[src/rtl/vga_sprite_overlay_pkg.sv]
// Shared types and constants for the VGA sprite overlay stage.
// Sprite coordinates are in the 320x240 bitmap space.
package vga_overlay_pkg;

    typedef struct packed {
        logic       en;
        logic [8:0] x;
        logic [7:0] y;
        logic [8:0] w;
        logic [7:0] h;
        logic [2:0] color;
    } sprite_t;

    localparam int H_VISIBLE = 640;
    localparam int V_VISIBLE = 480;

    // Replicates each bit of a 3-bit {R,G,B} colour onto a 4-bit channel.
    function automatic logic [11:0] expand3to12(input logic [2:0] c);
        return {{4{c[2]}}, {4{c[1]}}, {4{c[0]}}};
    endfunction

endpackage

[src/rtl/vga_sprite_overlay_if.sv]
// Video stream in/out plus the sprite configuration write port.
interface vga_sprite_overlay_if;
    logic [3:0] r_in, g_in, b_in;
    logic       hsync_in, vsync_in;
    logic       cfg_wr;
    logic [2:0] cfg_idx;
    logic       cfg_en;
    logic [8:0] cfg_x;
    logic [7:0] cfg_y;
    logic [8:0] cfg_w;
    logic [7:0] cfg_h;
    logic [2:0] cfg_color;
    logic [3:0] VGA_R, VGA_G, VGA_B;
    logic       VGA_hsync, VGA_vsync;

    modport master (
        output r_in, g_in, b_in, hsync_in, vsync_in,
        output cfg_wr, cfg_idx, cfg_en, cfg_x, cfg_y, cfg_w, cfg_h, cfg_color,
        input  VGA_R, VGA_G, VGA_B, VGA_hsync, VGA_vsync
    );

    modport slave (
        input  r_in, g_in, b_in, hsync_in, vsync_in,
        input  cfg_wr, cfg_idx, cfg_en, cfg_x, cfg_y, cfg_w, cfg_h, cfg_color,
        output VGA_R, VGA_G, VGA_B, VGA_hsync, VGA_vsync
    );
endinterface

[src/rtl/vga_sprite_overlay_sprite_hit.sv]
// Combinational test of one bitmap pixel against one sprite rectangle.
module sprite_hit
    import vga_overlay_pkg::*;
(
    input  logic [8:0] i_px,
    input  logic [7:0] i_py,
    input  sprite_t    i_sprite,
    output logic       o_hit
);
    logic [9:0] w_x_end;
    logic [9:0] w_y_end;

    // 10-bit sums cannot wrap, so oversized extents simply clip at the screen edge.
    assign w_x_end = {1'b0, i_sprite.x} + {1'b0, i_sprite.w};
    assign w_y_end = {2'b0, i_sprite.y} + {2'b0, i_sprite.h};

    assign o_hit = i_sprite.en
                && (i_px >= i_sprite.x) && ({1'b0, i_px} < w_x_end)
                && (i_py >= i_sprite.y) && ({2'b0, i_py} < w_y_end);
endmodule

[src/rtl/vga_sprite_overlay.sv]
// Overlays solid-colour sprites on a 640x480 VGA stream, recovering pixel
// position from sync edges and swapping sprite banks at each vsync edge.
module vga_sprite_overlay
    import vga_overlay_pkg::*;
#(
    parameter int NUM_SPRITES = 4,
    parameter int H_BACK      = 140,
    parameter int V_BACK      = 32
) (
    input  logic               clk_vga,
    input  logic               reset,
    vga_sprite_overlay_if.slave bus
);
    localparam logic [9:0]  POS_MAX = 10'd1023;
    localparam logic [10:0] H_LO    = 11'(H_BACK);
    localparam logic [10:0] H_HI    = 11'(H_BACK + H_VISIBLE);
    localparam logic [10:0] V_LO    = 11'(V_BACK);
    localparam logic [10:0] V_HI    = 11'(V_BACK + V_VISIBLE);

    logic       r_hs_hist, r_vs_hist, r_locked;
    logic [9:0] r_hpos, r_vpos;
    sprite_t    r_pending [NUM_SPRITES];
    sprite_t    r_active  [NUM_SPRITES];
    logic [11:0] r_rgb;
    logic        r_hs, r_vs;

    logic       w_hfall, w_vfall, w_visible, w_any_hit;
    logic [9:0] w_hpos, w_vpos, w_col, w_row;
    logic [8:0] w_px;
    logic [7:0] w_py;
    logic [2:0] w_color;
    logic [NUM_SPRITES-1:0] w_hit;
    sprite_t    w_wr_sprite;

    assign w_hfall = ~bus.hsync_in & r_hs_hist;
    assign w_vfall = ~bus.vsync_in & r_vs_hist;

    // Position of the pixel currently on the inputs.
    always_comb begin
        w_hpos = (r_hpos == POS_MAX) ? POS_MAX : r_hpos + 10'd1;
        if (w_hfall) w_hpos = '0;
        w_vpos = r_vpos;
        if (w_vfall) w_vpos = '0;
        else if (w_hfall && r_vpos != POS_MAX) w_vpos = r_vpos + 10'd1;
    end

    assign w_visible = ({1'b0, w_hpos} >= H_LO) && ({1'b0, w_hpos} < H_HI)
                    && ({1'b0, w_vpos} >= V_LO) && ({1'b0, w_vpos} < V_HI);
    assign w_col = w_hpos - 10'(H_BACK);
    assign w_row = w_vpos - 10'(V_BACK);
    assign w_px  = 9'(w_col >> 1);
    assign w_py  = 8'(w_row >> 1);

    for (genvar gi = 0; gi < NUM_SPRITES; gi++) begin : g_hit
        sprite_hit u_hit (
            .i_px    (w_px),
            .i_py    (w_py),
            .i_sprite(r_active[gi]),
            .o_hit   (w_hit[gi])
        );
    end

    // Descending scan so the lowest-index hitting slot wins.
    always_comb begin
        w_any_hit = 1'b0;
        w_color   = '0;
        for (int i = NUM_SPRITES - 1; i >= 0; i--) begin
            if (w_hit[i]) begin
                w_any_hit = 1'b1;
                w_color   = r_active[i].color;
            end
        end
    end

    assign w_wr_sprite = '{en: bus.cfg_en, x: bus.cfg_x, y: bus.cfg_y,
                           w: bus.cfg_w, h: bus.cfg_h, color: bus.cfg_color};

    always_ff @(posedge clk_vga) begin
        if (reset) begin
            r_hs_hist <= 1'b1;
            r_vs_hist <= 1'b1;
            r_locked  <= 1'b0;
            r_hpos    <= POS_MAX;
            r_vpos    <= POS_MAX;
        end else begin
            r_hs_hist <= bus.hsync_in;
            r_vs_hist <= bus.vsync_in;
            r_hpos    <= w_hpos;
            r_vpos    <= w_vpos;
            if (w_vfall) r_locked <= 1'b1;
        end
    end

    // The bank copy reads pending before this cycle's write lands.
    always_ff @(posedge clk_vga) begin
        if (reset) begin
            for (int i = 0; i < NUM_SPRITES; i++) begin
                r_pending[i] <= '0;
                r_active[i]  <= '0;
            end
        end else begin
            if (w_vfall) r_active <= r_pending;
            for (int i = 0; i < NUM_SPRITES; i++) begin
                if (bus.cfg_wr && bus.cfg_idx == 3'(i)) r_pending[i] <= w_wr_sprite;
            end
        end
    end

    always_ff @(posedge clk_vga) begin
        if (reset) begin
            r_rgb <= '0;
            r_hs  <= 1'b1;
            r_vs  <= 1'b1;
        end else begin
            r_hs <= bus.hsync_in;
            r_vs <= bus.vsync_in;
            if (r_locked && w_visible && w_any_hit) r_rgb <= expand3to12(w_color);
            else r_rgb <= {bus.r_in, bus.g_in, bus.b_in};
        end
    end

    assign bus.VGA_R     = r_rgb[11:8];
    assign bus.VGA_G     = r_rgb[7:4];
    assign bus.VGA_B     = r_rgb[3:0];
    assign bus.VGA_hsync = r_hs;
    assign bus.VGA_vsync = r_vs;
endmodule

[src/flat_wrapper.sv]
// flat-port wrapper written by rule: the top's interface ports become plain ports
module vga_sprite_overlay_flat import vga_overlay_pkg::*;
#(
    parameter int NUM_SPRITES = 4,
    parameter int H_BACK      = 140,
    parameter int V_BACK      = 32
)
  (clk_vga, reset, bus_r_in, bus_g_in, bus_b_in, bus_hsync_in, bus_vsync_in, bus_cfg_wr, bus_cfg_idx, bus_cfg_en, bus_cfg_x, bus_cfg_y, bus_cfg_w, bus_cfg_h, bus_cfg_color, bus_VGA_R, bus_VGA_G, bus_VGA_B, bus_VGA_hsync, bus_VGA_vsync);
  vga_sprite_overlay_if bus_i ();
  input  logic clk_vga;
  input  logic reset;
  input wire logic [$bits(bus_i.r_in)-1:0] bus_r_in;
  input wire logic [$bits(bus_i.g_in)-1:0] bus_g_in;
  input wire logic [$bits(bus_i.b_in)-1:0] bus_b_in;
  input wire logic [$bits(bus_i.hsync_in)-1:0] bus_hsync_in;
  input wire logic [$bits(bus_i.vsync_in)-1:0] bus_vsync_in;
  input wire logic [$bits(bus_i.cfg_wr)-1:0] bus_cfg_wr;
  input wire logic [$bits(bus_i.cfg_idx)-1:0] bus_cfg_idx;
  input wire logic [$bits(bus_i.cfg_en)-1:0] bus_cfg_en;
  input wire logic [$bits(bus_i.cfg_x)-1:0] bus_cfg_x;
  input wire logic [$bits(bus_i.cfg_y)-1:0] bus_cfg_y;
  input wire logic [$bits(bus_i.cfg_w)-1:0] bus_cfg_w;
  input wire logic [$bits(bus_i.cfg_h)-1:0] bus_cfg_h;
  input wire logic [$bits(bus_i.cfg_color)-1:0] bus_cfg_color;
  output wire logic [$bits(bus_i.VGA_R)-1:0] bus_VGA_R;
  output wire logic [$bits(bus_i.VGA_G)-1:0] bus_VGA_G;
  output wire logic [$bits(bus_i.VGA_B)-1:0] bus_VGA_B;
  output wire logic [$bits(bus_i.VGA_hsync)-1:0] bus_VGA_hsync;
  output wire logic [$bits(bus_i.VGA_vsync)-1:0] bus_VGA_vsync;
  assign bus_i.r_in = bus_r_in;
  assign bus_i.g_in = bus_g_in;
  assign bus_i.b_in = bus_b_in;
  assign bus_i.hsync_in = bus_hsync_in;
  assign bus_i.vsync_in = bus_vsync_in;
  assign bus_i.cfg_wr = bus_cfg_wr;
  assign bus_i.cfg_idx = bus_cfg_idx;
  assign bus_i.cfg_en = bus_cfg_en;
  assign bus_i.cfg_x = bus_cfg_x;
  assign bus_i.cfg_y = bus_cfg_y;
  assign bus_i.cfg_w = bus_cfg_w;
  assign bus_i.cfg_h = bus_cfg_h;
  assign bus_i.cfg_color = bus_cfg_color;
  assign bus_VGA_R = bus_i.VGA_R;
  assign bus_VGA_G = bus_i.VGA_G;
  assign bus_VGA_B = bus_i.VGA_B;
  assign bus_VGA_hsync = bus_i.VGA_hsync;
  assign bus_VGA_vsync = bus_i.VGA_vsync;
  vga_sprite_overlay #(.NUM_SPRITES(NUM_SPRITES), .H_BACK(H_BACK), .V_BACK(V_BACK)) u_core (.clk_vga(clk_vga), .reset(reset), .bus(bus_i));
endmodule
[config.mk]
export PLATFORM = sky130hd
export DESIGN_NAME = vga_sprite_overlay_flat
export DESIGN_NICKNAME = d
export VERILOG_FILES = /design/src/rtl/vga_sprite_overlay_pkg.sv /design/src/rtl/vga_sprite_overlay_if.sv /design/src/rtl/vga_sprite_overlay_sprite_hit.sv /design/src/rtl/vga_sprite_overlay.sv /design/src/flat_wrapper.sv
export SDC_FILE = /design/constraint.sdc
export NUM_CORES = 1
export LEC_CHECK = 0
export BUFFER_PORTS_ARGS = -buffer_cell sky130_fd_sc_hd__buf_2
export CORE_MARGIN = 3
export CORE_UTILIZATION = 56
export CTS_CLUSTER_DIAMETER = 150
export DETAILED_ROUTE_END_ITERATION = 6
export PLACE_DENSITY_LB_ADDON = 0.3
export SYNTH_ARGS = -nofsm -noshare
export SYNTH_HDL_FRONTEND = slang
export SYNTH_SLANG_ARGS = --single-unit
[constraint.sdc]
create_clock -name clk_vga -period 4.7 [get_ports clk_vga]
set_input_delay 0.235 -clock clk_vga [delete_from_list [all_inputs] [get_ports clk_vga]]
set_output_delay 0.235 -clock clk_vga [all_outputs]
set_load 0.03 [all_outputs]
After elaboration in Yosys (flattened, before gate mapping)

Index checks and enable logic that the tools add are counted.

Register bits: 339

Bitwise operators: 4
Mux-type cells: 13
Equal/unequal tests: 5
Reduce and logical (&&, ||, !) cells: 27
$add $sub $neg: 12
Magnitude comparators: 20

Operator list:

| cell                  | number |
|---|---|
| $add 9x9->10          | 4 |
| $lt 9x10->1           | 4 |
| $mux 10               | 4 |
| $add 8x8->9           | 4 |
| $ge 9x9->1            | 4 |
| $lt 8x9->1            | 4 |
| $ge 8x8->1            | 4 |
| $logic_and 1x1->1     | 26 |
| $add 10x1->10 const B | 2 |
| $lt 10x10->1 const B  | 2 |
| $mux 12               | 1 |
| $mux 3                | 4 |
| $eq 10x10->1 const B  | 1 |
| $ge 10x6->1 const B   | 1 |
| $ge 10x8->1 const B   | 1 |
| $ne 10x10->1 const B  | 1 |
| $sub 10x8->10 const B | 1 |
| $sub 9x6->9 const B   | 1 |
| $eq 3x2->1 const B    | 2 |
| $mux 1                | 4 |
| $eq 3x1->1 const B    | 1 |
| $logic_not 3->1       | 1 |
| $and 1x1->1           | 2 |
| $not 1->1             | 2 |

Depth between registers and ports, before layout

Depth in word-level cells: 15
Depth in mapped cells: 22

Cells and area by module

Synthesis repeated with hierarchy kept, for this count alone.

Cells, all modules: 2293
Area, all modules: 17937.2 um2

Modules (own cells, without submodules):

| module                                  | cells an instance | area each (um2) | instances |
|---|---|---|---|
| vga_sprite_overlay                      | 1585              | 12436.9         | 1 |
| sprite_hit at u_core.g_hit[1].u_hit ... | 176               | 1376.3          | 2 |
| sprite_hit at u_core.g_hit[0].u_hit ... | 178               | 1373.8          | 2 |

Worst setup path after synthesis

No wires, ideal clock.

Path kind: reg-to-reg
Start point: register u_core.r_hpos[0]
End point: register u_core.r_rgb[0]
Stages on the path, launching flop included: 21
Data arrival time: 4.269 ns
Data required time: 4.555 ns
Path buffers: 1
Path slack: 0.286 ns
Cells stage by stage: dfxtp_1 -> ha_1 -> and4_4 -> and2_4 -> buf_6 -> nand2_1 -> a21oi_1 -> ha_1 -> inv_1 -> xnor2_1 -> ha_1 -> a21o_1 -> a21oi_1 -> o211ai_1 -> a31o_2 -> o211ai_1 -> a21oi_1 -> nor4_2 -> a31oi_1 -> a221oi_1 -> a221oi_1

Longest elaborated chain between the ends: 15

Ends and longest elaborated chain:

| element                                       | line                                | source |
|---|---|---|
| from (decl)                                   | vga_sprite_overlay.sv:21            | `logic [9:0] r_hpos, r_vpos;` |
| from (signal assigned)                        | vga_sprite_overlay.sv:88            | `r_hpos <= w_hpos;` |
| $add 10x1->10 or $eq 10x10->1 (tied branches) | vga_sprite_overlay.sv:40            | `w_hpos = (r_hpos == POS_MAX) ? POS_MAX : r_hpos + 10'd1;` |
| $mux 10 (*)                                   | vga_sprite_overlay.sv:40            |  |
| $mux 10 (*)                                   | vga_sprite_overlay.sv:41            | `if (w_hfall) w_hpos = '0;` |
| named net u_core.w_hpos[3]                    | vga_sprite_overlay.sv:28            | `logic [9:0] w_hpos, w_vpos, w_col, w_row;` |
| $sub 10x8->10                                 | vga_sprite_overlay.sv:49            | `assign w_col = w_hpos - 10'(H_BACK);` |
| $ge 9x9->1                                    | vga_sprite_overlay_sprite_hit.sv:18 | `&& (i_px >= i_sprite.x) && ({1'b0, i_px} < w_x_end)` |
| $logic_and 1x1->1 (2 in series)               | vga_sprite_overlay_sprite_hit.sv:18 |  |
| $logic_and 1x1->1 (2 in series)               | vga_sprite_overlay_sprite_hit.sv:19 | `&& (i_py >= i_sprite.y) && ({2'b0, i_py} < w_y_end);` |
| $mux 1 (4 in series)                          | vga_sprite_overlay.sv:68            | `if (w_hit[i]) begin` |
| $logic_and 1x1->1                             | vga_sprite_overlay.sv:117           | `if (r_locked && w_visible && w_any_hit) r_rgb <= expand3to12(w_color);` |
| $mux 12 (*)                                   | vga_sprite_overlay.sv:117           |  |
| to (signal assigned)                          | vga_sprite_overlay.sv:117           |  |
| to (signal assigned)                          | vga_sprite_overlay.sv:118           | `else r_rgb <= {bus.r_in, bus.g_in, bus.b_in};` |
| to (decl)                                     | vga_sprite_overlay.sv:24            | `logic [11:0] r_rgb;` |

The timed path passes the listed nets; every way through them passes the cells marked *.
A chain may end at the register's enable or synchronous reset.

Final worst setup path

Start point: register u_core.r_hpos[1]
End point: register u_core.r_rgb[8]

The elaborated chain is that of the path after synthesis.

==> impl_metrics.prom <==
# TYPE chip_impl_metric gauge
chip_impl_metric{name="pre_cts_ws",unit="ns"} -0.202
chip_impl_info{name="worstSetupStartpointType",value="register"} 1
chip_impl_metric{name="hold_violations",unit=""} 0
chip_impl_metric{name="ys_seq_area_share",unit="%"} 38.3
chip_impl_metric{name="power.density",unit="nW/um^2"} 362
chip_impl_metric{name="core-area",unit="um^2"} 30900
chip_impl_info{name="critPathSlowestCell",value="or4_4"} 1
chip_impl_metric{name="post_route_non_filler_standard_cell_count",unit=""} 2751
chip_impl_metric{name="fin_crit",unit="ns"} 4.46
chip_impl_metric{name="globalRouteOverflowTotal",unit=""} 0
chip_impl_metric{name="ys_warn_count",unit=""} 0
chip_impl_metric{name="max_stage_delay",unit="ns"} 0.47
chip_impl_info{name="r2r-end",value="u_core.r_rgb[8]"} 1
chip_impl_metric{name="die_height",unit="um"} 184
chip_impl_info{name="rsz0062_at_grt",value="true"} 1
chip_impl_metric{name="globalplace.congestion",unit=""} 0.949
chip_impl_metric{name="io_buffers",unit=""} 71
chip_impl_metric{name="drc",unit=""} 0
chip_impl_metric{name="clk_path_buf_depth",unit=""} 3
chip_impl_metric{name="worst_slew_margin_rel",unit="%"} 27.5
chip_impl_info{name="timing.critical_path.from",value="u_core.r_hpos[1]"} 1
chip_impl_metric{name="cap_violations",unit=""} 0
chip_impl_metric{name="cp.depth",unit=""} 20
chip_impl_metric{name="internal_power_of_the_cells",unit="W"} 0.00524
chip_impl_metric{name="antenna_left",unit=""} 0
chip_impl_metric{name="synth_cells",unit=""} 2245
chip_impl_metric{name="initialDrtViolationCount",unit=""} 1036
chip_impl_metric{name="maxClockFrequency",unit="MHz"} 224
chip_impl_metric{name="wl",unit="mm"} 48.8
chip_impl_metric{name="grt_first_pass_wirelength",unit="mm"} 77.2
chip_impl_metric{name="clock_power_share",unit="%"} 39.8
chip_impl_metric{name="syn2layout_area_growth",unit="%"} 14.4
chip_impl_metric{name="row_count",unit=""} 64
chip_impl_metric{name="net_count_after_synthesis",unit=""} 2504
chip_impl_metric{name="path_buf_inv",unit=""} 2
chip_impl_info{name="timing.critical_path.to",value="u_core.r_rgb[8]"} 1
chip_impl_metric{name="worstPathArrival",unit="ns"} 4.88
chip_impl_info{name="tritoncts_clock_tree",value="yes"} 1
chip_impl_metric{name="synth.ff_latch_count",unit=""} 339
chip_impl_metric{name="initial_core_util",unit="%"} 57.3
chip_impl_metric{name="final_net_count",unit=""} 2586
chip_impl_metric{name="grt_pass1_vias",unit=""} 15100
chip_impl_metric{name="hpwl_after_dpl",unit="mm"} 33.4
chip_impl_metric{name="synth.cell_area",unit="um^2"} 17700
chip_impl_metric{name="final_min_period_over_clock_period",unit="%"} 94.9
chip_impl_info{name="crit_chain",value="ha_1 -> and4_4 -> and2_4 -> nand2_1 -> a21oi_2 -> ha_1 -> inv_1 -> o31a_2 -> or4_4 -> nand2_4 -> inv_4 -> ha_1 -> a21o_1 -> a21oi_1 -> nand2_1 -> o211ai_1 -> o2111a_2 -> a21oi_2 -> a21o_4 -> a221oi_1"} 1
chip_impl_metric{name="fillers",unit=""} 2651
chip_impl_metric{name="tightestPinTransition",unit="ns"} 1.09
chip_impl_metric{name="number_of_cells_in_the_design_after_placement",unit=""} 2637
chip_impl_metric{name="regToRegSetupSlack",unit="ns"} 0.24
chip_impl_metric{name="reg2reg_depth",unit=""} 20
chip_impl_info{name="critPathCaptureType",value="register"} 1
chip_impl_metric{name="worst_slack",unit="ns"} 0.242
chip_impl_info{name="worst_reg2reg_startpoint",value="u_core.r_hpos[1]"} 1
chip_impl_metric{name="netlist-cell-type-count",unit=""} 71
chip_impl_metric{name="drt_pre_antenna_iters",unit=""} 5
chip_impl_metric{name="routedWlPerCell",unit="um"} 17.7
chip_impl_metric{name="cts_num_sinks",unit=""} 339
chip_impl_metric{name="design_power_total",unit="W"} 0.00733
chip_impl_metric{name="leakagePower",unit="nW"} 7.87
chip_impl_metric{name="design.portCount",unit=""} 72
chip_impl_metric{name="critical_path.max_fanout",unit=""} 12
chip_impl_metric{name="synth_enable_flop_cells",unit=""} 0
chip_impl_metric{name="combPwrFrac",unit="%"} 19.4
chip_impl_info{name="ys.flop_type",value="dfxtp_1"} 1
chip_impl_metric{name="skew",unit="ns"} 0.0181
chip_impl_metric{name="clock_latency",unit="ns"} 0.54
chip_impl_metric{name="async_reset_ff_share",unit="%"} 0
chip_impl_metric{name="clkSlewWorstSetupHoldPaths",unit="ns"} 0.07
chip_impl_metric{name="grt_max_degree",unit=""} 141
chip_impl_metric{name="power_frac_seq",unit="%"} 40.8
chip_impl_metric{name="htree_num_levels",unit=""} 2
chip_impl_metric{name="max-vdd-ir-drop",unit="uV"} 312
chip_impl_info{name="clockRootBuffer",value="clkbuf_16"} 1
chip_impl_info{name="timing.hold.worst.class",value="in2reg"} 1
chip_impl_metric{name="floorplan_die_width",unit="um"} 184
chip_impl_metric{name="initial_antenna_violation_count",unit=""} 2
chip_impl_metric{name="count_of_vias_placed_by_the_detailed_router",unit=""} 15800
chip_impl_metric{name="vias_per_cell",unit=""} 5.73
chip_impl_metric{name="report.final.setup_viol",unit=""} 0
chip_impl_metric{name="max_slew_violation_count",unit=""} 0
chip_impl_metric{name="critical_path_required",unit="ns"} 5.12
chip_impl_info{name="crit_family",value="compound AO/OA/AOI/OAI gates"} 1
chip_impl_metric{name="drive_above_1_share",unit="%"} 9.73
chip_impl_metric{name="grt.total_usage",unit="%"} 28.4
chip_impl_metric{name="net-switching-power",unit="W"} 0.00209
chip_impl_info{name="crit_path_frequent_cell",value="ha_1"} 1
chip_impl_metric{name="p_sw_share",unit="%"} 28.5
chip_impl_metric{name="numCtsBuffers",unit=""} 37
chip_impl_info{name="outcome",value="finished clean"} 1
chip_impl_info{name="crit_path_kind",value="reg2reg"} 1
chip_impl_metric{name="design.die.area",unit="um^2"} 33800
chip_impl_metric{name="syn_area_per_cell",unit="um^2"} 7.89
-- stage by stage --
step | hold WS [ns] | setup TNS (ns) | utilization (%) | cell area [um^2]
3_5_place_dp | 0.443 | -2.21 | 59.7 | 18400
3_3_place_gp | 0.436 | -0.320 | 59.7 | 18400
6_report | 0.00417 | 0 | 65.5 | 20300
5_1_grt | 0.0200 | -0.129 | 65.5 | 20300
4_1_cts | 0.00142 | 0 | 65.0 | 20100
2_1_floorplan | 0.342 | 0 | - | 17700
-- cell usage after synthesis (3+ instances only) --
| cell type | instances | area share [%] |
|---|---|---|
| o41ai_1 | 3 | 0.15 |
| clkbuf_1 | 102 | 2.2 |
| nand4_1 | 11 | 0.39 |
| nand4b_1 | 4 | 0.20 |
| o21bai_1 | 22 | 0.93 |
| or3_1 | 3 | 0.11 |
| and4_1 | 3 | 0.15 |
| inv_1 | 108 | 2.3 |
| buf_1 | 6 | 0.13 |
| nor3_1 | 10 | 0.28 |
| a21o_1 | 38 | 1.6 |
| nor2_1 | 42 | 0.89 |
| nor2b_1 | 13 | 0.46 |
| ha_1 | 193 | 14 |
| dfxtp_1 | 339 | 38 |
| xnor2_1 | 35 | 1.7 |
| a31oi_1 | 11 | 0.39 |
| and3_1 | 7 | 0.25 |
| a221oi_1 | 17 | 0.84 |
| a32oi_1 | 3 | 0.15 |
| o21a_1 | 10 | 0.42 |
| a211oi_1 | 13 | 0.55 |
| xor2_1 | 33 | 1.6 |
| a221o_1 | 4 | 0.23 |
| or2_2 | 19 | 0.67 |
| nand2b_1 | 25 | 0.88 |
| nand3_1 | 14 | 0.40 |
| nand2_1 | 653 | 14 |
| and2_1 | 4 | 0.14 |
| a21oi_1 | 388 | 11 |
| o22ai_1 | 3 | 0.11 |
| o21ai_0 | 45 | 1.3 |
| o211ai_1 | 7 | 0.30 |
| fa_1 | 8 | 0.90 |
-- cells by family (layout without fill, tap and decap cells) --
kind of cell    Yosys count  in the layout  share of synthesized area (%)
xor+xnor                 68             68                           3.36
buf+inv                 220            329                           4.77
mux                       4              4                          0.240
simple gates            824            824                           19.4
flops                   339            339                           38.3
compound gates          587            587                           19.2
fa+ha+maj               203            203                           14.7
other cells               0              1                              0
-- worst reg2reg max path, cell delays in order, from the launching register on --
cell and delay, ns:
dfxtp_1 0.40, ha_1 0.20, and4_4 0.25, and2_4 0.16
nand2_1 0.10, a21oi_2 0.18, ha_1 0.20, inv_1 0.09
o31a_2 0.18, or4_4 0.47, nand2_4 0.11, inv_4 0.04
ha_1 0.29, a21o_1 0.16, a21oi_1 0.19, nand2_1 0.08
o211ai_1 0.19, o2111a_2 0.33, a21oi_2 0.11, a21o_4 0.30
a221oi_1 0.31
-- worst min path at each step --
stage / start / endpoint / slack [ns] / cells past startpoint
floorplan: bus_hsync_in / u_core.r_hs_hist / 0.34 / 1
global placement: u_core.r_pending[57] / u_core.r_active[57] / 0.44 / 2
detailed placement: u_core.r_pending[29] / u_core.r_active[29] / 0.44 / 2
CTS: bus_cfg_w[8] / u_core.r_pending[19] / 0.001 / 3
global route: bus_cfg_w[3] / u_core.r_pending[90] / 0.02 / 3
finish: bus_b_in[3] / u_core.r_rgb[3] / 0.004 / 3
-- area by class of cell --
class	instances	area, um^2	area share (%)
Multi-Input combinational cell	1686	10300	50.6
Sequential cell	339	6790	33.5
Timing Repair Buffer	154	1110	5.46
Clock buffer	52	1000	4.95
Tap cell	396	495	2.45
Inverter	109	412	2.03
Clock inverter	14	203	1.00
Antenna cell	1	2.50	0.0124
-- power by group through the flow --
stage | Combinational, W | Clock [W] | Sequential, W
floorplan | 0.000911 | 0 | 0.00305
global placement | 0.00128 | 0 | 0.00305
detailed placement | 0.00133 | 0 | 0.00305
CTS | 0.00137 | 0.00295 | 0.00299
global route | 0.00160 | 0.00306 | 0.00300
finish | 0.00142 | 0.00292 | 0.00299
-- routing by layer --
metal / up-vias / GRT usage, % / wire length, um
met1: 7423 / 35.4 / 20200
met2: 444 / 49.0 / 23700
met3: 114 / 4.45 / 2820
met4: 2 / 11.7 / 1970
met5: - / 0 / 7
li1: 7769 / - / -
-- sequential cells by signal, indices dropped and copies added (netlist names) --
signal and cells:
u_core.r_vs_hist 1, u_core.r_active 152, u_core.r_locked 1, u_core.r_hpos 10, u_core.r_vpos 10, u_core.r_pending 152
u_core.r_hs_hist 1, u_core.r_rgb 12
-- cells in the final DEF (no fill, tap or decap), types with 10 or more instances in the layout --
| cell type | count |
|---|---|
| a211oi_1 | 13 |
| a21o_1 | 37 |
| a21oi_1 | 384 |
| a221oi_1 | 12 |
| buf_2 | 70 |
| buf_4 | 40 |
| clkbuf_1 | 13 |
| clkbuf_16 | 37 |
| dfxtp_1 | 339 |
| dlygate4sd3_1 | 42 |
| ha_1 | 193 |
| inv_1 | 108 |
| nand2_1 | 653 |
| nand2b_1 | 24 |
| nand3_1 | 14 |
| nand4_1 | 11 |
| nor2_1 | 40 |
| nor2b_1 | 11 |
| o21a_1 | 10 |
| o21ai_0 | 43 |
| o21bai_1 | 22 |
| or2_2 | 19 |
| xnor2_1 | 33 |
| xor2_1 | 32 |
-- what timing repair did --
| action | 4_1_cts | 5_1_grt |
|---|---|---|
| hold buffers | 42 | 0 |
| pin swaps | 0 | 0 |
| gates resized for setup | 3 | 25 |
| endpoints found under the hold margin | 108 | 0 |
| buffers inserted | 0 | 5 |
| setup endpoints to repair | 12 | 12 |
Power figures use the tool's default switching activity.
